File: src/rtl/mem_bist_master.sv
// Pattern write / read-back self-test master for the valid/ready memory.
// Writes an address or LFSR pattern over a window, reads it back and reports errors.
module mem_bist_master #(
    parameter int          WIDTH      = 16,
    parameter int          DEPTH      = 16,
    parameter int          ADDR_WIDTH = $clog2(DEPTH),
    parameter logic [15:0] SEED       = 16'hACE1,
    parameter logic [15:0] POLY       = 16'hB400
) (
    input  logic                  clk,
    input  logic                  rst,
    input  logic                  start,
    input  logic [ADDR_WIDTH-1:0] base_addr,
    input  logic [ADDR_WIDTH:0]   count,
    input  logic                  pattern_sel,
    output logic [ADDR_WIDTH-1:0] addr,
    output logic                  wr_rd,
    output logic [WIDTH-1:0]      w_data,
    output logic                  valid,
    input  logic                  ready,
    input  logic [WIDTH-1:0]      r_data,
    output logic                  busy,
    output logic                  done,
    output logic                  pass,
    output logic [ADDR_WIDTH:0]   err_count,
    output logic [ADDR_WIDTH-1:0] first_err_addr
);

    localparam logic [WIDTH-1:0]    L_SEED  = WIDTH'(SEED);
    localparam logic [WIDTH-1:0]    L_POLY  = WIDTH'(POLY);
    localparam logic [ADDR_WIDTH:0] L_DEPTH = (ADDR_WIDTH+1)'(DEPTH);

    typedef enum logic [2:0] {
        S_IDLE,
        S_WRITE,
        S_TURN,
        S_READ,
        S_FIN
    } state_t;

    state_t                r_state;
    state_t                w_next;
    logic [ADDR_WIDTH-1:0] r_base;
    logic [ADDR_WIDTH:0]   r_count;
    logic                  r_sel;
    logic [ADDR_WIDTH:0]   r_idx;
    logic [WIDTH-1:0]      r_lfsr;
    logic [ADDR_WIDTH:0]   r_err;
    logic [ADDR_WIDTH-1:0] r_first;
    logic                  r_pass;

    logic [ADDR_WIDTH:0]   w_sum;
    logic [ADDR_WIDTH-1:0] w_addr;
    logic [WIDTH-1:0]      w_addr_ext;
    logic [WIDTH-1:0]      w_exp;
    logic [WIDTH-1:0]      w_lfsr_nxt;
    logic                  w_xfer;
    logic                  w_last;
    logic                  w_mis;
    logic [ADDR_WIDTH:0]   w_err_nxt;

    // Window address, expected pattern word and error bookkeeping
    always_comb begin
        w_sum      = {1'b0, r_base} + r_idx;
        w_addr     = ADDR_WIDTH'((w_sum >= L_DEPTH) ? w_sum - L_DEPTH : w_sum);
        w_addr_ext = '0;
        w_addr_ext[ADDR_WIDTH-1:0] = w_addr;
        w_exp      = r_sel ? r_lfsr : w_addr_ext;
        w_lfsr_nxt = (r_lfsr >> 1) ^ (r_lfsr[0] ? L_POLY : '0);
        w_xfer     = valid && ready;
        w_last     = (r_idx == r_count - 1'b1);
        w_mis      = (r_state == S_READ) && w_xfer && (r_data != w_exp);
        w_err_nxt  = r_err;
        if (w_mis && (r_err != '1)) begin
            w_err_nxt = r_err + 1'b1;
        end
    end

    // State register; reset abandons any run and drops valid at once
    always_ff @(posedge clk or negedge rst) begin
        if (!rst) begin
            r_state <= S_IDLE;
        end else begin
            r_state <= w_next;
        end
    end

    // Next state and request/status outputs
    always_comb begin
        w_next = r_state;
        valid  = 1'b0;
        wr_rd  = 1'b0;
        w_data = '0;
        busy   = 1'b0;
        done   = 1'b0;
        case (r_state)
            S_IDLE: begin
                if (start) begin
                    w_next = (count == '0) ? S_FIN : S_WRITE;
                end
            end
            S_WRITE: begin
                valid  = 1'b1;
                wr_rd  = 1'b1;
                w_data = w_exp;
                busy   = 1'b1;
                if (w_xfer && w_last) begin
                    w_next = S_TURN;
                end
            end
            S_TURN: begin
                busy   = 1'b1;
                w_next = S_READ;
            end
            S_READ: begin
                valid = 1'b1;
                busy  = 1'b1;
                if (w_xfer && w_last) begin
                    w_next = S_FIN;
                end
            end
            S_FIN: begin
                done   = 1'b1;
                w_next = S_IDLE;
            end
            default: begin
                w_next = S_IDLE;
            end
        endcase
    end

    // Run parameters, index/LFSR sequencing and result capture
    always_ff @(posedge clk or negedge rst) begin
        if (!rst) begin
            r_base  <= '0;
            r_count <= '0;
            r_sel   <= 1'b0;
            r_idx   <= '0;
            r_lfsr  <= L_SEED;
            r_err   <= '0;
            r_first <= '0;
            r_pass  <= 1'b0;
        end else begin
            case (r_state)
                S_IDLE: begin
                    if (start) begin
                        r_base  <= base_addr;
                        r_count <= count;
                        r_sel   <= pattern_sel;
                        r_idx   <= '0;
                        r_lfsr  <= L_SEED;
                        r_err   <= '0;
                        r_first <= '0;
                        r_pass  <= (count == '0);
                    end
                end
                S_WRITE: begin
                    if (w_xfer) begin
                        r_idx  <= r_idx + 1'b1;
                        r_lfsr <= w_lfsr_nxt;
                    end
                end
                S_TURN: begin
                    r_idx  <= '0;
                    r_lfsr <= L_SEED;
                end
                S_READ: begin
                    if (w_xfer) begin
                        r_idx  <= r_idx + 1'b1;
                        r_lfsr <= w_lfsr_nxt;
                        r_err  <= w_err_nxt;
                        if (w_mis && (r_err == '0)) begin
                            r_first <= w_addr;
                        end
                        if (w_last) begin
                            r_pass <= (w_err_nxt == '0);
                        end
                    end
                end
                default: begin
                end
            endcase
        end
    end

    assign addr           = w_addr;
    assign pass           = r_pass;
    assign err_count      = r_err;
    assign first_err_addr = r_first;

endmodule

File: config.mk
export PLATFORM = sky130hd
export DESIGN_NAME = mem_bist_master
export DESIGN_NICKNAME = d
export VERILOG_FILES = /design/src/rtl/mem_bist_master.sv
export SDC_FILE = /design/constraint.sdc
export NUM_CORES = 1
export LEC_CHECK = 0
export CORE_ASPECT_RATIO = 1.2
export CORE_UTILIZATION = 55
export CTS_BUF_LIST = sky130_fd_sc_hd__clkbuf_8
export CTS_CLUSTER_DIAMETER = 150
export DETAILED_ROUTE_END_ITERATION = 10
export DONT_BUFFER_PORTS = 1
export PLACE_DENSITY = 0.77
export SETUP_SLACK_MARGIN = 0.5
export SLEW_MARGIN = 20
export SYNTH_ARGS = -nofsm -noshare
export SYNTH_HDL_FRONTEND = slang
export SYNTH_SLANG_ARGS = --single-unit
File: constraint.sdc
create_clock -name clk -period 5.6 [get_ports clk]
set_clock_uncertainty 0.2 [all_clocks]
set_input_delay 0.28 -clock clk [delete_from_list [all_inputs] [get_ports clk]]
set_output_delay 0.28 -clock clk [all_outputs]
set_load 0.02 [all_outputs]
# Word-level counts from Yosys, hierarchy flattened
# Index checks and enable logic that the tools add are counted.
[totals] ff_bits=44 elab_cells=80 input_bits=30 out_inout_bits=34
[op_classes] muxes=30 magnitude_cmp=1 n_reduce_logical=20 n_eq_ne=14 bitwise=1 addsub=5
[op_table] op="16-bit two-way mux" count=5
[op_table] op="16-bit case mux with 3 select lines" count=1
[op_table] op="5-bit two-way mux" count=4
[op_table] op="4-bit two-way mux" count=4
[op_table] op="16-bit inequality test" count=1
[op_table] op="15-bit by 16-bit bitwise XOR with 16-bit output" count=1
[op_table] op="5-bit logical NOT" count=3
[op_table] op="5-bit case mux with 3 select lines" count=1
[op_table] op="3-bit two-way mux" count=4
[op_table] op="3-bit case mux with 4 select lines" count=1
[op_table] op="5-bit by 1-bit adder with 5-bit output, second input constant" count=2
[op_table] op="5-bit case mux with 2 select lines" count=1
[op_table] op="3-bit AND reduction" count=3
[op_table] op="2-bit inequality test, second input constant" count=4
[op_table] op="4-bit case mux with 2 select lines" count=1
[op_table] op="4-bit AND reduction" count=2
[op_table] op="1-bit two-way mux" count=7
[op_table] op="3-bit by 2-bit equality test with 1-bit output, second input constant" count=2
[op_table] op="1-bit logical AND" count=6
[op_table] op="2-bit by 1-bit inequality test with 1-bit output, second input constant" count=3
[op_table] op="4-bit by 5-bit adder with 5-bit output" count=1
[op_table] op="5-bit equality test" count=1
[op_table] op="5-bit >= comparator, second input constant" count=1
[op_table] op="5-bit inequality test, second input constant" count=1
[op_table] op="other kinds (11)" count=11

# Logic depth before layout (Yosys ltp)
# Gate-level depths: netlist (run 1).
[logic_depth] depth_word=12 depth_mapped=9 mapped_depth_nobuf=9

# Worst setup path after synthesis (run 1)
# No wires, ideal clock.
[synth_path] kind="register -> register" startpoint="register r_idx[0]" endpoint="register r_first[2] (netlist: first_err_addr[2])" t_required_ns=5.275 synth_period_minus_slack_ns=2.951 slack_ns=2.649 t_arrival_ns=2.626 setup_ns=0.125 path_stages_with_launch=10 cell_sequence="dfrtp_1 -> ha_1 -> fa_1 -> xor2_1 -> mux2i_1 -> xor2_1 -> and4_4 -> o2111ai_4 -> nand4_4 -> mux2_4"
[synth_between] elab_chain_cells=9 word_cells_on_any_way=13 cone_classes="add/sub: 2; order compare: 1; eq/ne: 2; mux: 5; reduce/logical: 3"
[synth_lines] item="start: declaration" line_no="46" source="logic [ADDR_WIDTH:0] r_idx;"
[synth_lines] item="start signal: assignment" line_no="159" source="r_idx <= r_idx + 1'b1;"
[synth_lines] item="start signal: assignment" line_no="169" source="r_idx <= r_idx + 1'b1;"
[synth_lines] item="4-bit by 5-bit adder with 5-bit output *" line_no="64" source="w_sum = {1'b0, r_base} + r_idx;"
[synth_lines] item="4-bit by 1-bit subtractor with 4-bit output / 5-bit >= comparator (equally long branches)" line_no="65" source="w_addr = ADDR_WIDTH'((w_sum >= L_DEPTH) ? w_sum - L_DEPTH : w_sum);"
[synth_lines] item="4-bit two-way mux *" line_no="65"
[synth_lines] item="net addr[2]" line_no="16" source="output logic [ADDR_WIDTH-1:0] addr,"
[synth_lines] item="16-bit two-way mux" line_no="68" source="w_exp = r_sel ? r_lfsr : w_addr_ext;"
[synth_lines] item="16-bit inequality test" line_no="72" source="w_mis = (r_state == S_READ) && w_xfer && (r_data != w_exp);"
[synth_lines] item="1-bit logical AND" line_no="72"
[synth_lines] item="1-bit logical AND" line_no="172" source="if (w_mis && (r_err == '0)) begin"
[synth_lines] item="2-bit by 1-bit inequality test with 1-bit output (no source line)"
[synth_lines] item="4-bit AND reduction (no source line)"
[synth_lines] item="end signal: assignment" line_no="173" source="r_first <= w_addr;"
[synth_lines] item="end: declaration" line_no="49" source="logic [ADDR_WIDTH-1:0] r_first;"
# Mark *: on every way through the listed nets, which the timed path passes. The rest lies on a longest branch. The select of a mux whose other input is x is not followed.
# A chain may end at the register's enable or synchronous reset.

# Final worst setup path (run 1)
# Same ends and word-level chain as after synthesis.

==> results of run 1 <==
-- cells in the final DEF, fill, tap and decap left out, types with 3 or more instances in the layout --
cell type and count:
a22o_1 8, o22a_1 6, clkbuf_8 5, mux2i_1 9
o21ai_0 10, nand4_1 6, xnor2_1 15, dfrtp_1 36
dfstp_2 8, nand2b_1 3, nand2_1 40, bufinv_16 3
nand3_1 4, nand3b_1 5, inv_1 11, ha_1 8
xor2_1 14, a21oi_1 7, and3_1 16, a22oi_1 4
dlygate4sd3_1 12, nor2_1 32, nor3_1 5
-- layout make-up --
type,instances,area share
multi-input cells,231,0.506
flip-flops and latches,44,0.357
repair buffers,14,0.0475
clock inverters,3,0.0290
well taps,60,0.0242
clock buffers,5,0.0221
inverters,11,0.0133
-- cells by family after synthesis --
kind of cell / synth area share
buffers and inverters: 0.0369
AO/OA/AOI/OAI: 0.154
adder cells (fa/ha/maj): 0.0432
flip-flops: 0.399
multiplexers: 0.0378
XOR/XNOR: 0.0913
AND/OR/NAND/NOR: 0.238
-- final timing paths --
check	cells past startpoint	endpoint	slack (ns)
max in group asynchronous	2	r_lfsr[13]$_DFFE_PN1P_	4.69
min reg2reg	2	r_count[4]$_DFFE_PN0P_	0.31
min in group asynchronous	2	first_err_addr[2]$_DFFE_PN0P_	0.24
max	9	first_err_addr[2]$_DFFE_PN0P_	2.34
max reg2reg	9	first_err_addr[2]$_DFFE_PN0P_	2.34
min	2	r_state[0]$_DFFE_PN0P_	0.03
-- flip-flops by register name, indices dropped and copies added, names as in the netlist --
register        flops
r_sel               1
err_count           5
r_state             3
r_base              4
pass                1
r_lfsr             16
r_idx               5
r_count             5
first_err_addr      4
-- per-layer routing --
layer,track usage,vias to the layer above
met5,0,-
met4,0.0830,0
met3,0.0543,6
met2,0.466,77
met1,0.299,1115
li1,-,1080
-- power groups by stage --
stage | Clock (uW) | Sequential (uW) | Combinational (uW)
6_report | 334 | 754 | 1040
5_1_grt | 352 | 781 | 1140
4_1_cts | 339 | 750 | 1040
3_5_place_dp | 0 | 756 | 1010
3_3_place_gp | 0 | 747 | 991
2_1_floorplan | 0 | 655 | 922
-- through the flow --
stage | cell area [um2] | util | setup WS (ns)
2_1_floorplan | 2780 | - | 2.65
3_3_place_gp | 2810 | 0.573 | 2.45
3_5_place_dp | 2810 | 0.573 | 2.39
4_1_cts | 3110 | 0.634 | 2.33
5_1_grt | 3110 | 0.634 | 2.17
6_report | 3110 | 0.634 | 2.34
-- timing repair --
item	4_1_cts	5_1_grt
endpoints found under the hold margin	56	0
buffers inserted	0	0
gates resized for setup	0	0
hold buffers	13	0
==> flow_summary.json, run 1 <==
{
  "outcome": "finished, final reports clean",
  "row_count": 28,
  "layoutNonFillerInstCount": 368,
  "ys_ff_latch": 44,
  "drtIter0Drc": 125,
  "layout.nets": 346,
  "gp_congestion": 0.869,
  "cap_viol_max_count": 0,
  "met2_length_um": 3440,
  "comb_power_share": 0.489,
  "remaining_drc_errors": 0,
  "max_slew_margin": 0.437,
  "startpoint_type": "flip-flop",
  "die_w_um": 66.9,
  "wire_per_inst_um": 18.0,
  "min_from": "count[1]",
  "grt_pass1_vias": 2170,
  "syn-cell-area_um2": 2780,
  "critPathMaxStageDelay_ns": 0.51,
  "synth_nets": 336,
  "syn_area_per_cell_um2": 9.37,
  "die_area_um2": 5350,
  "wl_met3_um": 389,
  "synth_area_leader_cell": "dfrtp_1",
  "layout-drive-gt1-share": 0.0909,
  "path_cells": "ha_1 > fa_1 > xor2_1 > mux2i_1 > xor2_1 > and4_4 > o2111ai_4 > nand4_4 > mux2_4",
  "area_growth_syn_to_layout_pct": 11.7,
  "hold_class": "in -> reg",
  "p_sw_uw": 1020,
  "critical_path.startpoint": "r_idx[0]$_DFFE_PN0P_",
  "clock_latency_ns": 0.30,
  "via_per_inst": 6.19,
  "swShare": 0.480,
  "antenna_found_initial": 0,
  "whs_ns": 0.0284,
  "clockBufferDepth": 2,
  "final_antenna_net_count": 0,
  "r2r_start": "r_idx[0]$_DFFE_PN0P_",
  "cp_common_cell": "xor2_1",
  "grt_pass1_wl_um": 10200,
  "endpoint_kind": "flip-flop",
  "grt_max_degree": 45,
  "pwr_density_cell_nw_per_um2": 685,
  "synth_ff_type": "dfrtp_1",
  "synth_edf_count": 0,
  "wirelength_um": 6620,
  "pwr-share-clk": 0.157,
  "fp.dieH_um": 79.9,
  "power_uw": 2130,
  "async_flop_share": 1.00,
  "clk_root_buffer_cell": "clkbuf_8",
  "vdd_drop_max_mv": 0.415,
  "top_layer_used": "met4",
  "ios": 64,
  "tightest_slew_ns": 0.845,
  "dr.pass1.iters": 4,
  "io_buffers": 0,
  "syn_inst": 297,
  "p_leak_uw": 0.00141,
  "clk_pin_slew_ns": 0.08,
  "core_um2": 4900,
  "max_freq_mhz": 307,
  "htree_num_levels": 2,
  "synth_area_leaders": "dfrtp_1 32%, dfstp_2 7.6%, nand2_1 5.4%, xnor2_1 4.7%, xor2_1 4.4%",
  "cts.sinks": 44,
  "synth_most_common_cell": "nand2_1",
  "arrival_ns": 3.25,
  "diodes": 0,
  "vias": 2278,
  "min_period_ns": 3.26,
  "rsz0062_at_grt": "no",
  "final.setup.tns_ns": 0,
  "yosys.area.top_type_share": 0.324,
  "maxSlewViolCount": 0,
  "sequentialPowerShare": 0.354,
  "placed_cells": 347,
  "yosysWarnings": 0,
  "crit_fanout": 7,
  "synth_common_cells": "40 x nand2_1, 36 x dfrtp_1, 32 x nor2_1",
  "yosysSeqAreaShare": 0.399,
  "start_util": 0.567,
  "fillers": 418,
  "synth.distinct_cells": 51,
  "finalHoldViolations": 0,
  "path_delay_family": "XOR/XNOR gates",
  "p_int_uw": 1110,
  "period_share": 0.582,
  "cts_tree": "yes",
  "cp.required_ns": 5.59,
  "grt_overflow": 0,
  "crit_path_top_delay_cell": "xor2_1",
  "numCtsBuffers": 5,
  "multi_input_area_um2": 1570,
  "track_usage": 0.259,
  "crit_type": "reg -> reg",
  "dp.final_hpwl_um": 4600,
  "wl_met1_um": 2720,
  "setup_viol": 0,
  "ff_latch_area_um2": 1110,
  "critPathBufInv": 0
}
Power figures use the tool's default switching activity.
==> run 2, diff against run 1 <==
- ABC_AREA: not set -> 1
- clock period: 5.6 -> 3.35 ns (I/O delays scaled with it)
==> run 2 against run 1 <==
Effect of this change:
- sequential power rose by 46%
- clock-buffer cell count rose by 1
- global-route usage fell by 0.060 points
- routed wire length fell by 4.8%
- area after synthesis barely moved
- fmax rose by 23%
- die area barely moved
- first-iteration DRC count rose by 86%
- non-clock buffer count rose by 2
- highest routed layer unchanged
- clock power rose by 3%
==> flow_summary.json, run 2 <==
{
  "outcome": "finished, final reports clean",
  "fp.dieH_um": 79.9,
  "p_leak_uw": 0.00155,
  "arrival_ns": 2.65,
  "via_per_inst": 5.47,
  "cp.required_ns": 3.35,
  "largest-register": "r_lfsr",
  "top_layer_used": "met4",
  "wirelength_um": 6310,
  "rsz0062_at_grt": "yes",
  "startpoint_type": "flip-flop",
  "hold_class": "in -> reg",
  "synth_most_common_cell": "nand2_1",
  "r2r_cells": 16,
  "largest_reg_flops": 16,
  "crit_fanout": 7,
  "period_share": 0.791,
  "min_to": "r_state[2]$_DFFE_PN0P_",
  "finalHoldViolations": 0,
  "grt_overflow": 0,
  "vias": 2465,
  "synth_area_leader_cell": "dfrtp_1",
  "diodes": 0,
  "die_area_um2": 5350,
  "endpoint_kind": "flip-flop",
  "syn_area_per_cell_um2": 7.44,
  "final_util": 0.634,
  "synth.distinct_cells": 37,
  "yosysSeqAreaShare": 0.399,
  "track_usage": 0.258,
  "layout-drive-gt1-share": 0.120,
  "ios": 64,
  "layout_commonest_cell": "nand2_1",
  "wl_met1_um": 2600,
  "htree_num_levels": 2,
  "syn-cell-area_um2": 2780,
  "cts.sinks": 44,
  "setup_viol": 0,
  "synth_area_leaders": "dfrtp_1 32%, nand2_1 11%, inv_1 8.4%, dfstp_2 7.6%, nor2_1 6.1%",
  "core_um2": 4900,
  "clk_pin_slew_ns": 0.08,
  "r2r_slack_ns": 0.70,
  "antenna_found_initial": 0,
  "min_period_ns": 2.65,
  "synth_common_cells": "84 x nand2_1, 62 x inv_1, 45 x nor2_1",
  "ys_ff_latch": 44,
  "vdd_drop_max_mv": 0.528,
  "start_util": 0.568,
  "io_buffers": 0,
  "max_slew_margin": 0.621,
  "synth_nets": 413,
  "cts_tree": "yes",
  "die_w_um": 66.9,
  "wl_met3_um": 460,
  "dp.final_hpwl_um": 4650,
  "tightest_slew_ns": 0.567,
  "yosys.area.top_type_share": 0.324,
  "syn_inst": 374,
  "post_dp_cell_area_um2": 2840,
  "async_flop_share": 1.00,
  "hold_depth": 5,
  "grt_max_degree": 45,
  "final_antenna_net_count": 0,
  "finalInstanceArea_um2": 3110,
  "grt_pass1_vias": 2320,
  "max_freq_mhz": 377,
  "remaining_drc_errors": 0,
  "dr.pass1.iters": 4,
  "area_growth_syn_to_layout_pct": 11.7,
  "crit_type": "reg -> reg",
  "met2_length_um": 3130,
  "row_count": 28,
  "clk_root_buffer_cell": "clkbuf_8",
  "synth_ff_type": "dfrtp_1",
  "gp_congestion": 0.884,
  "cap_viol_max_count": 0,
  "synth_edf_count": 0,
  "numCtsBuffers": 5,
  "yosysWarnings": 0,
  "r2r_start": "r_idx[0]$_DFFE_PN0P_",
  "final.setup.tns_ns": 0,
  "min_from": "count[2]",
  "wire_per_inst_um": 14.0,
  "clockBufferDepth": 2,
  "drtIter0Drc": 233,
  "r2r_end": "pass$_DFFE_PN0P_",
  "pwr_density_cell_nw_per_um2": 1020,
  "grt_pass1_wl_um": 10300,
  "final_cell_mix": "83 x nand2_1, 61 x inv_1, 43 x nor2_1",
  "layout.nets": 429,
  "clock_latency_ns": 0.30,
  "maxSlewViolCount": 0
}
## run 2: worst max path at each step
| stage | from | endpoint | slack [ns] | cells after the start |
|---|---|---|---|---|
| 2_1_floorplan | r_idx[0]$_DFFE_PN0P_ | first_err_addr[2]$_DFFE_PN0P_ | 0.62 | 16 |
| 3_3_place_gp | r_idx[0]$_DFFE_PN0P_ | pass$_DFFE_PN0P_ | 0.67 | 16 |
| 3_5_place_dp | r_idx[0]$_DFFE_PN0P_ | pass$_DFFE_PN0P_ | 0.58 | 16 |
| 4_1_cts | r_idx[0]$_DFFE_PN0P_ | pass$_DFFE_PN0P_ | 0.55 | 16 |
| 5_1_grt | r_idx[0]$_DFFE_PN0P_ | pass$_DFFE_PN0P_ | 0.47 | 18 |
| 6_report | r_idx[0]$_DFFE_PN0P_ | pass$_DFFE_PN0P_ | 0.70 | 16 |
## run 2: cell families (layout without fill, tap and decap cells)
family                   after synthesis  count (layout)  synth area share
adder cells (fa/ha/maj)                9               9            0.0431
buffers and inverters                 71              88            0.0998
AO/OA/AOI/OAI                         51              51             0.111
AND/OR/NAND/NOR                      180             180             0.284
flip-flops                            44              44             0.399
multiplexers                           4               4            0.0162
XOR/XNOR                              15              15            0.0472
## run 2: worst max-delay path, stage by stage, from the launching register on
cell and delay [ns]:
dfrtp_2 0.46, ha_4 0.18, fa_1 0.38, inv_1 0.06
nand2_1 0.07, nand2_2 0.16, nand2_1 0.12, nand3_1 0.08
nand2_1 0.05, nand3_1 0.09, nor2_2 0.05, nand2_2 0.11
nand3_4 0.10, o21ai_0 0.24, nor2_1 0.08, nand2_1 0.08
a21oi_2 0.05
## run 2: metrics by stage
stage | setup WS, ns | total power (uW) | hold WS [ns] | instances
after CTS | 0.549 | 3140 | 0.0506 | 450
after global placement | 0.672 | 2720 | -0.327 | 429
final | 0.701 | 3170 | 0.0514 | 451
after detailed placement | 0.583 | 2760 | -0.327 | 429
after floorplan | 0.623 | 2420 | -0.328 | 374
after global routing | 0.470 | 3480 | 0.0667 | 451
## run 2: layout make-up
type                    instances  area, um2
fillers                       451       1790
multi-input cells             259       1420
flip-flops and latches         44       1110
inverters                      64        240
repair buffers                 16        170
clock buffers                   6       82.6
well taps                      60       75.1
clock inverters                 2       10.0
## run 2: per-layer routing
layer | vias to the layer above | global-route usage
li1 | 1219 | -
met5 | - | 0
met3 | 11 | 0.0643
met1 | 1160 | 0.317
met4 | 0 | 0.0915
met2 | 75 | 0.433
## run 2: repair_timing
item	in CTS	in global routing
hold endpoints to repair	56	0
setup endpoints to repair	5	10
resized for setup	2	7
hold buffers	13	0
buffers inserted	0	1
pin swaps	0	3
## run 2: where the power goes
group          leakage, uW  total [uW]  switching [uW]  internal (uW)
Combinational     0.000964        1720            1150            576
Sequential        0.000539        1100             315            784
Clock            0.0000510         345             180            165
==> run 3, diff against run 2 <==
- ABC_AREA: 1 -> 0
- PLACE_DENSITY: 0.77 -> 0.8
- clock period: 3.35 -> 2.2 ns (I/O delays scaled with it)
==> run 3 against run 2 <==
Effect of this change:
- clock-buffer cell count did not move
- largest cell class unchanged
- worst setup slack got worse by 1.2 ns
- utilization rose by 15 points
- via count rose by 7.4%
- final area rose by 24%
- the run now ends with setup timing left
- routed wire length rose by 37%
==> flow_summary.json, run 3 (synthesized netlist as in run 1, its figures left out) <==
{
  "finalHoldViolations": 0,
  "cts_tree": "yes",
  "clk_pin_slew_ns": 0.09,
  "layout.nets": 402,
  "startpoint_type": "flip-flop",
  "io_buffers": 0,
  "top_usage_layer": "met2",
  "grtUsageMet3": 0.0643,
  "final_antenna_net_count": 0,
  "layout-drive-gt1-share": 0.382,
  "dr.pass1.iters": 4,
  "min_period_ns": 2.68,
  "grt_max_degree": 45,
  "max_freq_mhz": 374,
  "fillers": 306,
  "ios": 64,
  "hold_class": "in -> async",
  "crit_fanout": 2,
  "r2r_cells": 9,
  "pwr-share-clk": 0.078,
  "use_met1": 0.323,
  "power_uw": 6950,
  "post_dp_cell_area_um2": 3260,
  "core_um2": 4900,
  "via_per_inst": 6.24,
  "violations": "setup timing",
  "diodes": 0,
  "wirelength_um": 8660,
  "largest-register": "r_lfsr",
  "vdd_drop_max_mv": 1.00,
  "track_usage": 0.313,
  "post-place-ws_ns": -0.475,
  "clk_root_buffer_cell": "clkbuf_8",
  "die_w_um": 66.9,
  "dp.final_hpwl_um": 5320,
  "area_growth_syn_to_layout_pct": 38.4,
  "period_share": 1.22,
  "setup_slack_ns": -0.477,
  "clock_latency_ns": 0.30,
  "clockBufferDepth": 2,
  "p_sw_uw": 3320,
  "antenna_found_initial": 0,
  "cp.required_ns": 2.19,
  "grt_pass1_vias": 2571,
  "max_slew_margin": 0.527,
  "fp.dieH_um": 79.9,
  "cap_viol_max_count": 0,
  "grt_util_met2": 0.597,
  "cts.sinks": 44,
  "tightest_slew_ns": 0.707,
  "wire_per_inst_um": 20.4,
  "vias": 2647,
  "remaining_drc_errors": 0,
  "endpoint_kind": "flip-flop",
  "grt_overflow": 0,
  "pwr_density_cell_nw_per_um2": 1810,
  "gp_congestion": 0.868,
  "numCtsBuffers": 5,
  "maxSlewViolCount": 0,
  "r2r_slack_ns": -0.48,
  "final_cell_mix": "40 x buf_4, 33 x nand2_1, 33 x dfrtp_1",
  "drtIter0Drc": 127,
  "arrival_ns": 2.67,
  "finalInstanceArea_um2": 3850,
  "grt_pass1_wl_um": 12200,
  "sequentialPowerShare": 0.251,
  "outcome": "complete, but fails checks",
  "comb_power_share": 0.671,
  "start_util": 0.567,
  "crit_type": "reg -> reg",
  "whs_ns": 0.0768,
  "layout_commonest_cell": "buf_4",
  "ff_latch_area_um2": 1110,
  "multi_input_area_um2": 1890,
  "p_leak_uw": 0.00172,
  "row_count": 28,
  "largest_reg_flops": 16,
  "swShare": 0.478,
  "p_int_uw": 3630,
  "rsz0062_at_grt": "yes",
  "die_area_um2": 5350,
  "htree_num_levels": 2,
  "setup_viol": 15
}
## run 3: cell count changes in the layout (fill, tap and decap cells not counted), sizes merged, moves of 7 or more
cell | previous run | this run
and3 | 0 | 16
o22ai | 9 | 2
nand2 | 87 | 40
nor2 | 48 | 32
a22o | 0 | 8
nand3 | 29 | 4
o21ai | 18 | 10
buf | 4 | 56
inv | 64 | 12
mux2i | 0 | 9
xnor2 | 4 | 15
## run 3: worst paths after layout
check,to,from
min in group clk,r_idx[0]$_DFFE_PN0P_,ready
hold reg to reg,r_base[3]$_DFFE_PN0P_,r_base[3]$_DFFE_PN0P_
max in group asynchronous,r_lfsr[6]$_DFFE_PN1P_,rst
setup / recovery,first_err_addr[2]$_DFFE_PN0P_,r_base[0]$_DFFE_PN0P_
hold / removal,r_count[1]$_DFFE_PN0P_,rst
setup reg to reg,first_err_addr[2]$_DFFE_PN0P_,r_base[0]$_DFFE_PN0P_
## run 3: timing repair
| item | 4_1_cts | 5_1_grt |
|---|---|---|
| endpoints found under the setup margin | 57 | 64 |
| hold endpoints to repair | 61 | 0 |
| gates resized for setup | 31 | 34 |
| pin swaps | 11 | 8 |
| gates cloned | 0 | 2 |
| hold buffers | 14 | 0 |
| buffers inserted | 4 | 9 |
## run 3: metal layers
layer	vias to the layer above	routed length [um]
li1	1194	-
met1	1309	3070
met2	120	4810
met3	24	533
met4	0	250
met5	-	0
## run 3: metrics by stage
stage / TNS [ns] / util / std cells
after floorplan: -4.15 / - / 297
after global placement: -4.02 / 0.665 / 387
after detailed placement: -4.58 / 0.665 / 387
after CTS: -4.53 / 0.743 / 413
after global routing: -6.70 / 0.785 / 424
final: -5.19 / 0.785 / 424
## run 3: area by class of cell
class	count	share of cell area
Clock inverter	2	0.00195
Inverter	11	0.0117
Multi-Input combinational cell	231	0.490
Timing Repair inverter	1	0.00130
Clock buffer	6	0.0215
Tap cell	60	0.0195
Timing Repair Buffer	69	0.164
Sequential cell	44	0.290
## run 3: critical path, stage by stage (launching register included)
cell,delay [ns]
dfrtp_1,0.43
ha_4,0.18
fa_2,0.44
mux2i_4,0.18
xor2_1,0.19
o221a_1,0.19
and4_4,0.21
o2111ai_4,0.13
nand4_4,0.12
mux2_4,0.30
## run 3: power by group through the flow
| stage | sequential [uW] | clock [uW] | combinational (uW) |
|---|---|---|---|
| after floorplan | 1700 | 0 | 2670 |
| after global placement | 1690 | 0 | 3640 |
| after CTS | 1710 | 528 | 4170 |
| after detailed placement | 1710 | 0 | 3770 |
| after global routing | 1790 | 571 | 4950 |
| final | 1750 | 539 | 4660 |
